--- src/rtl/inertial_gate_pkg.sv ---
// Shared types and helpers for the inertial-delay gate array.
package inertial_gate_pkg;

    typedef enum logic [1:0] {
        GATE_AND = 2'd0,
        GATE_OR  = 2'd1,
        GATE_XOR = 2'd2,
        GATE_BUF = 2'd3
    } gate_mode_e;

    // Smallest delay a channel can hold; a written 0 is promoted to this.
    localparam int MIN_DLY = 1;

    function automatic logic gate_eval(input gate_mode_e mode, input logic a, input logic b);
        case (mode)
            GATE_AND: gate_eval = a & b;
            GATE_OR:  gate_eval = a | b;
            GATE_XOR: gate_eval = a ^ b;
            default:  gate_eval = a;
        endcase
    endfunction

endpackage

--- src/rtl/inertial_gate_ch.sv ---
// One gate channel with a clocked inertial-delay filter and programmable rise/fall delays.
// INERTIAL_GATE_GLITCH_CNT_EN adds a saturating swallowed-pulse counter.
module inertial_gate_ch
    import inertial_gate_pkg::*;
#(
    parameter int DW       = 4,
    parameter int MODE     = 1,
    parameter int RISE_DLY = 2,
    parameter int FALL_DLY = 1,
    parameter int GW       = 8
) (
    input  logic          clk,
    input  logic          rst_n,
    input  logic          a,
    input  logic          b,
    input  logic          we,
    input  logic [DW-1:0] rise_wr,
    input  logic [DW-1:0] fall_wr,
`ifdef INERTIAL_GATE_GLITCH_CNT_EN
    output logic [GW-1:0] glitch_cnt,
`endif
    output logic          y,
    output logic          busy
);

    typedef enum logic {STABLE, PEND} st_e;

    localparam gate_mode_e      GMODE    = gate_mode_e'(MODE[1:0]);
    localparam logic [DW-1:0]   RISE_RST = DW'(RISE_DLY);
    localparam logic [DW-1:0]   FALL_RST = DW'(FALL_DLY);
    localparam logic [DW-1:0]   DLY_MIN  = DW'(MIN_DLY);

    st_e           st_q, st_d;
    logic [DW-1:0] cnt_q, cnt_d;
    logic [DW-1:0] rise_q, fall_q;
    logic [DW-1:0] dly, dly_m1;
    logic [DW-1:0] rise_new, fall_new;
    logic          y_q, y_d, g, swallow, busy_q;

    always_comb begin
        st_d    = STABLE;
        cnt_d   = '0;
        y_d     = y_q;
        swallow = 1'b0;
        g       = gate_eval(GMODE, a, b);
        dly     = g ? rise_q : fall_q;
        dly_m1  = dly - DLY_MIN;
        if (g == y_q) begin
            swallow = (st_q == PEND);
        end else if (cnt_q >= dly_m1) begin
            y_d = g;
        end else begin
            cnt_d = cnt_q + 1'b1;
            st_d  = PEND;
        end
    end

    assign rise_new = (rise_wr == '0) ? DLY_MIN : rise_wr;
    assign fall_new = (fall_wr == '0) ? DLY_MIN : fall_wr;

    // Delay registers change after this edge, so the filter above always sees the old values.
    always_ff @(posedge clk) begin
        if (!rst_n) begin
            st_q   <= STABLE;
            cnt_q  <= '0;
            y_q    <= 1'b0;
            busy_q <= 1'b0;
            rise_q <= RISE_RST;
            fall_q <= FALL_RST;
        end else begin
            st_q   <= st_d;
            cnt_q  <= cnt_d;
            y_q    <= y_d;
            busy_q <= (cnt_d != '0);
            if (we) begin
                rise_q <= rise_new;
                fall_q <= fall_new;
            end
        end
    end

`ifdef INERTIAL_GATE_GLITCH_CNT_EN
    logic [GW-1:0] gl_q;

    // A config write clears the count even if a pulse is swallowed on the same edge.
    always_ff @(posedge clk) begin
        if (!rst_n)                      gl_q <= '0;
        else if (we)                     gl_q <= '0;
        else if (swallow && gl_q != '1)  gl_q <= gl_q + 1'b1;
    end

    assign glitch_cnt = gl_q;
`else
    logic unused_swallow;
    assign unused_swallow = swallow;
`endif

    assign y    = y_q;
    assign busy = busy_q;

endmodule

--- src/rtl/inertial_gate_array.sv ---
// NCH independent gate channels, each behind an inertial-delay glitch filter.
// INERTIAL_GATE_GLITCH_CNT_EN exposes per-channel swallowed-pulse counts on glitch_cnt_o.
module inertial_gate_array
    import inertial_gate_pkg::*;
#(
    parameter int NCH      = 4,
    parameter int DW       = 4,
    parameter int MODE     = 1,
    parameter int RISE_DLY = 2,
    parameter int FALL_DLY = 1,
    parameter int GW       = 8,
    localparam int CHW     = (NCH > 1) ? $clog2(NCH) : 1
) (
    input  logic               clk,
    input  logic               rst_n,
    input  logic [NCH-1:0]     a_i,
    input  logic [NCH-1:0]     b_i,
    input  logic               cfg_we,
    input  logic [CHW-1:0]     cfg_ch,
    input  logic [DW-1:0]      cfg_rise,
    input  logic [DW-1:0]      cfg_fall,
`ifdef INERTIAL_GATE_GLITCH_CNT_EN
    output logic [NCH*GW-1:0]  glitch_cnt_o,
`endif
    output logic [NCH-1:0]     y_o,
    output logic [NCH-1:0]     busy_o
);

    logic [NCH-1:0] ch_we;

    for (genvar n = 0; n < NCH; n++) begin : g_ch
        // Out-of-range cfg_ch never matches, so such writes are dropped.
        assign ch_we[n] = cfg_we && (cfg_ch == CHW'(n));

        inertial_gate_ch #(
            .DW       (DW),
            .MODE     (MODE),
            .RISE_DLY (RISE_DLY),
            .FALL_DLY (FALL_DLY),
            .GW       (GW)
        ) u_ch (
            .clk        (clk),
            .rst_n      (rst_n),
            .a          (a_i[n]),
            .b          (b_i[n]),
            .we         (ch_we[n]),
            .rise_wr    (cfg_rise),
            .fall_wr    (cfg_fall),
`ifdef INERTIAL_GATE_GLITCH_CNT_EN
            .glitch_cnt (glitch_cnt_o[n*GW +: GW]),
`endif
            .y          (y_o[n]),
            .busy       (busy_o[n])
        );
    end

endmodule

--- config.mk ---
export PLATFORM = sky130hd
export DESIGN_NAME = inertial_gate_array
export DESIGN_NICKNAME = d
export VERILOG_FILES = /design/src/rtl/inertial_gate_pkg.sv /design/src/rtl/inertial_gate_ch.sv /design/src/rtl/inertial_gate_array.sv
export SDC_FILE = /design/constraint.sdc
export NUM_CORES = 1
export LEC_CHECK = 0
export ABC_AREA = 1
export CAP_MARGIN = 10
export CORE_MARGIN = 3
export CORE_UTILIZATION = 50
export DETAILED_ROUTE_END_ITERATION = 7
export GPL_TIMING_DRIVEN = 0
export PLACE_DENSITY = 0.71
export SLEW_MARGIN = 20
export SYNTH_ARGS = -nofsm -noshare
export SYNTH_HDL_FRONTEND = slang
export SYNTH_SLANG_ARGS = --single-unit
--- constraint.sdc ---
create_clock -name clk -period 2.56 [get_ports clk]
set_clock_uncertainty 0.1 [all_clocks]
set_input_delay 0.384 -clock clk [delete_from_list [all_inputs] [get_ports clk]]
set_output_delay 0.384 -clock clk [all_outputs]
set_load 0.05 [all_outputs]
==> reports/summary.json <==
{
  "design_area_sq_um": 3520,
  "path_clk_slew_ns": 0.10,
  "grt_antenna_before_repair": 0,
  "r2r.worst_path.cells": 12,
  "timing_worst_slew_pin_value_ns": 0.622,
  "finalCriticalPeriod_ns": 2.49,
  "syn_area_sq_um": 2920,
  "dp.cells": 486,
  "status": "finished clean",
  "area.growth.synth_to_final_pct": 20.9,
  "critical_path.startpoint": "a_i[3]",
  "max_cap_viol_count": 0,
  "seq_power_share_pct": 40.8,
  "drive_above_1_share_pct": 12.6,
  "synth.distinct_cells": 22,
  "cts_tree": "yes",
  "diodes": 0,
  "finalSetupViolCount": 0,
  "groute.layer.met1.usage_pct": 26.2,
  "leakagePower_nw": 1.60,
  "fp.dieArea_sq_um": 6780,
  "timing.max_slew.rel_slack_pct": 58.5,
  "synthesis.nets": 431,
  "path_class": "input port to register",
  "worst_r2r_startpoint": "g_ch[3].u_ch.fall_q[1]",
  "cp.required_ns": 2.70,
  "global_route.usage.met2_pct": 32.8,
  "power_per_cell_area_nw_per_um2": 729,
  "cts.sink_count": 56,
  "fin_hold_ws_ns": 0.372,
  "part_of_the_yosys_area_used_for_sequential_elements_pct": 38.5,
  "fmax_mhz": 401,
  "setup-tns-final_ns": 0,
  "detail-route-antenna-nets": 0,
  "postSynthAreaPerCell_sq_um": 7.55,
  "routed-via-count": 2562,
  "endpoint": "g_ch[3].u_ch.cnt_q[1]",
  "routed_via_density": 5.13,
  "place.gp.congestion": 0.777,
  "initial_core_util_pct": 52.3,
  "grt_most_used_layer": "met2",
  "detailed_place.area_sq_um": 3290,
  "buffer_ports.inserted": 28,
  "htree_levels": 2,
  "route.final.wire_length_mm": 6.21,
  "setup_repair_after_global_routing_missed_its_margin": "true",
  "floorplan.core_area_sq_um": 5570,
  "crit_arrival_ns": 2.63,
  "final-hold-violation-count": 0,
  "power.switching_mw": 0.923,
  "globalRouteOverflowTotal": 0,
  "final_cells": 499,
  "cts_made_buffers": 5,
  "rows": 27,
  "detailedPlacementHpwl_mm": 4.49,
  "cts_root_buffer": "sky130_fd_sc_hd__clkbuf_8",
  "share_comb_of_total_power_pct": 36.9,
  "number_of_global_route_vias_before_repair": 2369,
  "peakVddDrop_v": 0.000412,
  "synth_cells": 386,
  "cts-root-to-sink-buffers": 2,
  "design.portCount": 29,
  "grtUsageTotal_pct": 19.7,
  "worst-r2r-setup-slack_ns": 0.49,
  "core_utilization_of_the_finished_layout_pct": 63.2,
  "worst_r2r_endpoint": "g_ch[3].u_ch.cnt_q[1]",
  "detail_route.drc_violations": 0,
  "post-route-period-util_pct": 97.4,
  "nets": 471,
  "yosys_register_bits": 56,
  "power.clock.fraction_pct": 22.3,
  "grt_start_max_net_pins": 17,
  "timing.critical_path.from_type": "input port",
  "final_cell_mix": "64 x sky130_fd_sc_hd__nand2_1, 56 x sky130_fd_sc_hd__dfxtp_1, 38 x sky130_fd_sc_hd__inv_1",
  "worst_setup_path_end_kind": "register",
  "fp.dieH_microns": 82.4,
  "final_max_slew_viol_count": 0,
  "layout_commonest_cell": "sky130_fd_sc_hd__nand2_1",
  "worst-path-max-fanout": 7,
  "cellInternalPower_mw": 1.65,
  "initialDrtViolationCount": 92,
  "wl_per_cell_microns": 12.4,
  "synthesis.yosys.warnings": 0,
  "timing.hold.worst.class": "register to register",
  "clk-insertion-delay-late_ns": 0.31,
  "swShare_pct": 35.9,
  "detail_route.first_pass.iterations": 4,
  "die_width_microns": 82.4,
  "global_route_wire_length_before_repair_mm": 10.4,
  "global_route.usage.met3_pct": 3.80
}
[through the flow]
| step | power, mW | worst slack [ns] |
|---|---|---|
| 3_5_place_dp | 1.94 | -0.342 |
| 2_1_floorplan | 1.70 | 0.426 |
| 3_3_place_gp | 1.92 | -0.318 |
| 5_1_grt | 2.75 | -0.0201 |
| 6_report | 2.57 | 0.0661 |
| 4_1_cts | 2.52 | 0.00657 |
[cell usage after synthesis (all sizes together)]
master	count	share of area [%]
dfxtp	56	38
buf	12	2.8
o21ai	44	7.6
a21oi	37	6.4
o211ai	4	1.0
xor2	12	3.6
or2	9	1.9
nand3	22	3.8
clkbuf	5	0.64
ha	24	10
nand2	66	8.7
inv	42	5.4
o21bai	1	0.26
nor2	30	4.9
nor3	18	3.4
nand4	4	0.86
[kinds of logic (layout without fill, tap and decap cells)]
| family | after synthesis | after routing | share of synthesized area, % |
|---|---|---|---|
| adder cells (fa/ha/maj) | 24 | 24 | 10.3 |
| AND/OR/NAND/NOR | 149 | 150 | 23.6 |
| buffers and inverters | 59 | 99 | 8.88 |
| XOR/XNOR | 12 | 12 | 3.61 |
| AO/OA/AOI/OAI | 86 | 86 | 15.2 |
| flip-flops | 56 | 56 | 38.5 |
[critical path: stages]
cell,delay [ns]
sky130_fd_sc_hd__clkdlybuf4s50_1,0.57
sky130_fd_sc_hd__nor2_4,0.08
sky130_fd_sc_hd__buf_4,0.14
sky130_fd_sc_hd__a21oi_2,0.17
sky130_fd_sc_hd__nand3_1,0.11
sky130_fd_sc_hd__xor2_1,0.16
sky130_fd_sc_hd__ha_1,0.31
sky130_fd_sc_hd__a21oi_1,0.19
sky130_fd_sc_hd__nand3_2,0.19
sky130_fd_sc_hd__buf_4,0.19
sky130_fd_sc_hd__nor3_1,0.12
[how the worst min path moves through the flow]
stage / slack [ns] / start / cells past startpoint / endpoint
final: 0.37 / g_ch[3].u_ch.fall_q[1] / 2 / g_ch[3].u_ch.fall_q[1]
after global routing: 0.40 / g_ch[0].u_ch.rise_q[1] / 2 / g_ch[0].u_ch.rise_q[1]
after CTS: 0.37 / g_ch[3].u_ch.fall_q[1] / 2 / g_ch[3].u_ch.fall_q[1]
after detailed placement: 0.35 / g_ch[2].u_ch.fall_q[0] / 2 / g_ch[2].u_ch.fall_q[0]
after global placement: 0.35 / g_ch[3].u_ch.fall_q[1] / 2 / g_ch[3].u_ch.fall_q[1]
after floorplan: 0.33 / g_ch[3].u_ch.fall_q[1] / 2 / g_ch[3].u_ch.fall_q[1]
[registers in the layout (all words and copies together), names as in the netlist]
| name | count |
|---|---|
| g_ch.u_ch.fall_q | 16 |
| g_ch.u_ch.cnt_q | 16 |
| g_ch.u_ch.busy | 4 |
| g_ch.u_ch.rise_q | 16 |
| g_ch.u_ch.y | 4 |
[power groups by stage]
stage          clock network [mW]  registers, mW  logic, mW
3_5_place_dp                    0           1.07      0.875
5_1_grt                     0.623           1.06       1.06
2_1_floorplan                   0           1.05      0.653
6_report                    0.573           1.05      0.949
4_1_cts                     0.584           1.05      0.885
3_3_place_gp                    0           1.06      0.853
[area by class of cell]
type / count / area (sq um)
Sequential cell: 56 / 1120
Fill cell: 500 / 2050
Multi-Input combinational cell: 272 / 1640
Clock inverter: 2 / 35.0
Clock buffer: 6 / 72.6
Tap cell: 72 / 90.1
Timing Repair Buffer: 32 / 310
Buffer: 17 / 101
Inverter: 42 / 158
[per-layer routing]
layer	up-vias	share of wire, %
met5	-	0
met1	1159	49
li1	1356	-
met4	0	1.3
met3	7	3.2
met2	40	47
[repair_timing]
| item | in CTS | in global routing |
|---|---|---|
| resized for setup | 2 | 24 |
| pin swaps | 0 | 7 |
| buffers inserted | 0 | 4 |
| cloned | 0 | 1 |
| endpoints found under the setup margin | 2 | 21 |
| hold buffers | 0 | 0 |
Note: power is estimated with default switching activity, not from simulation.
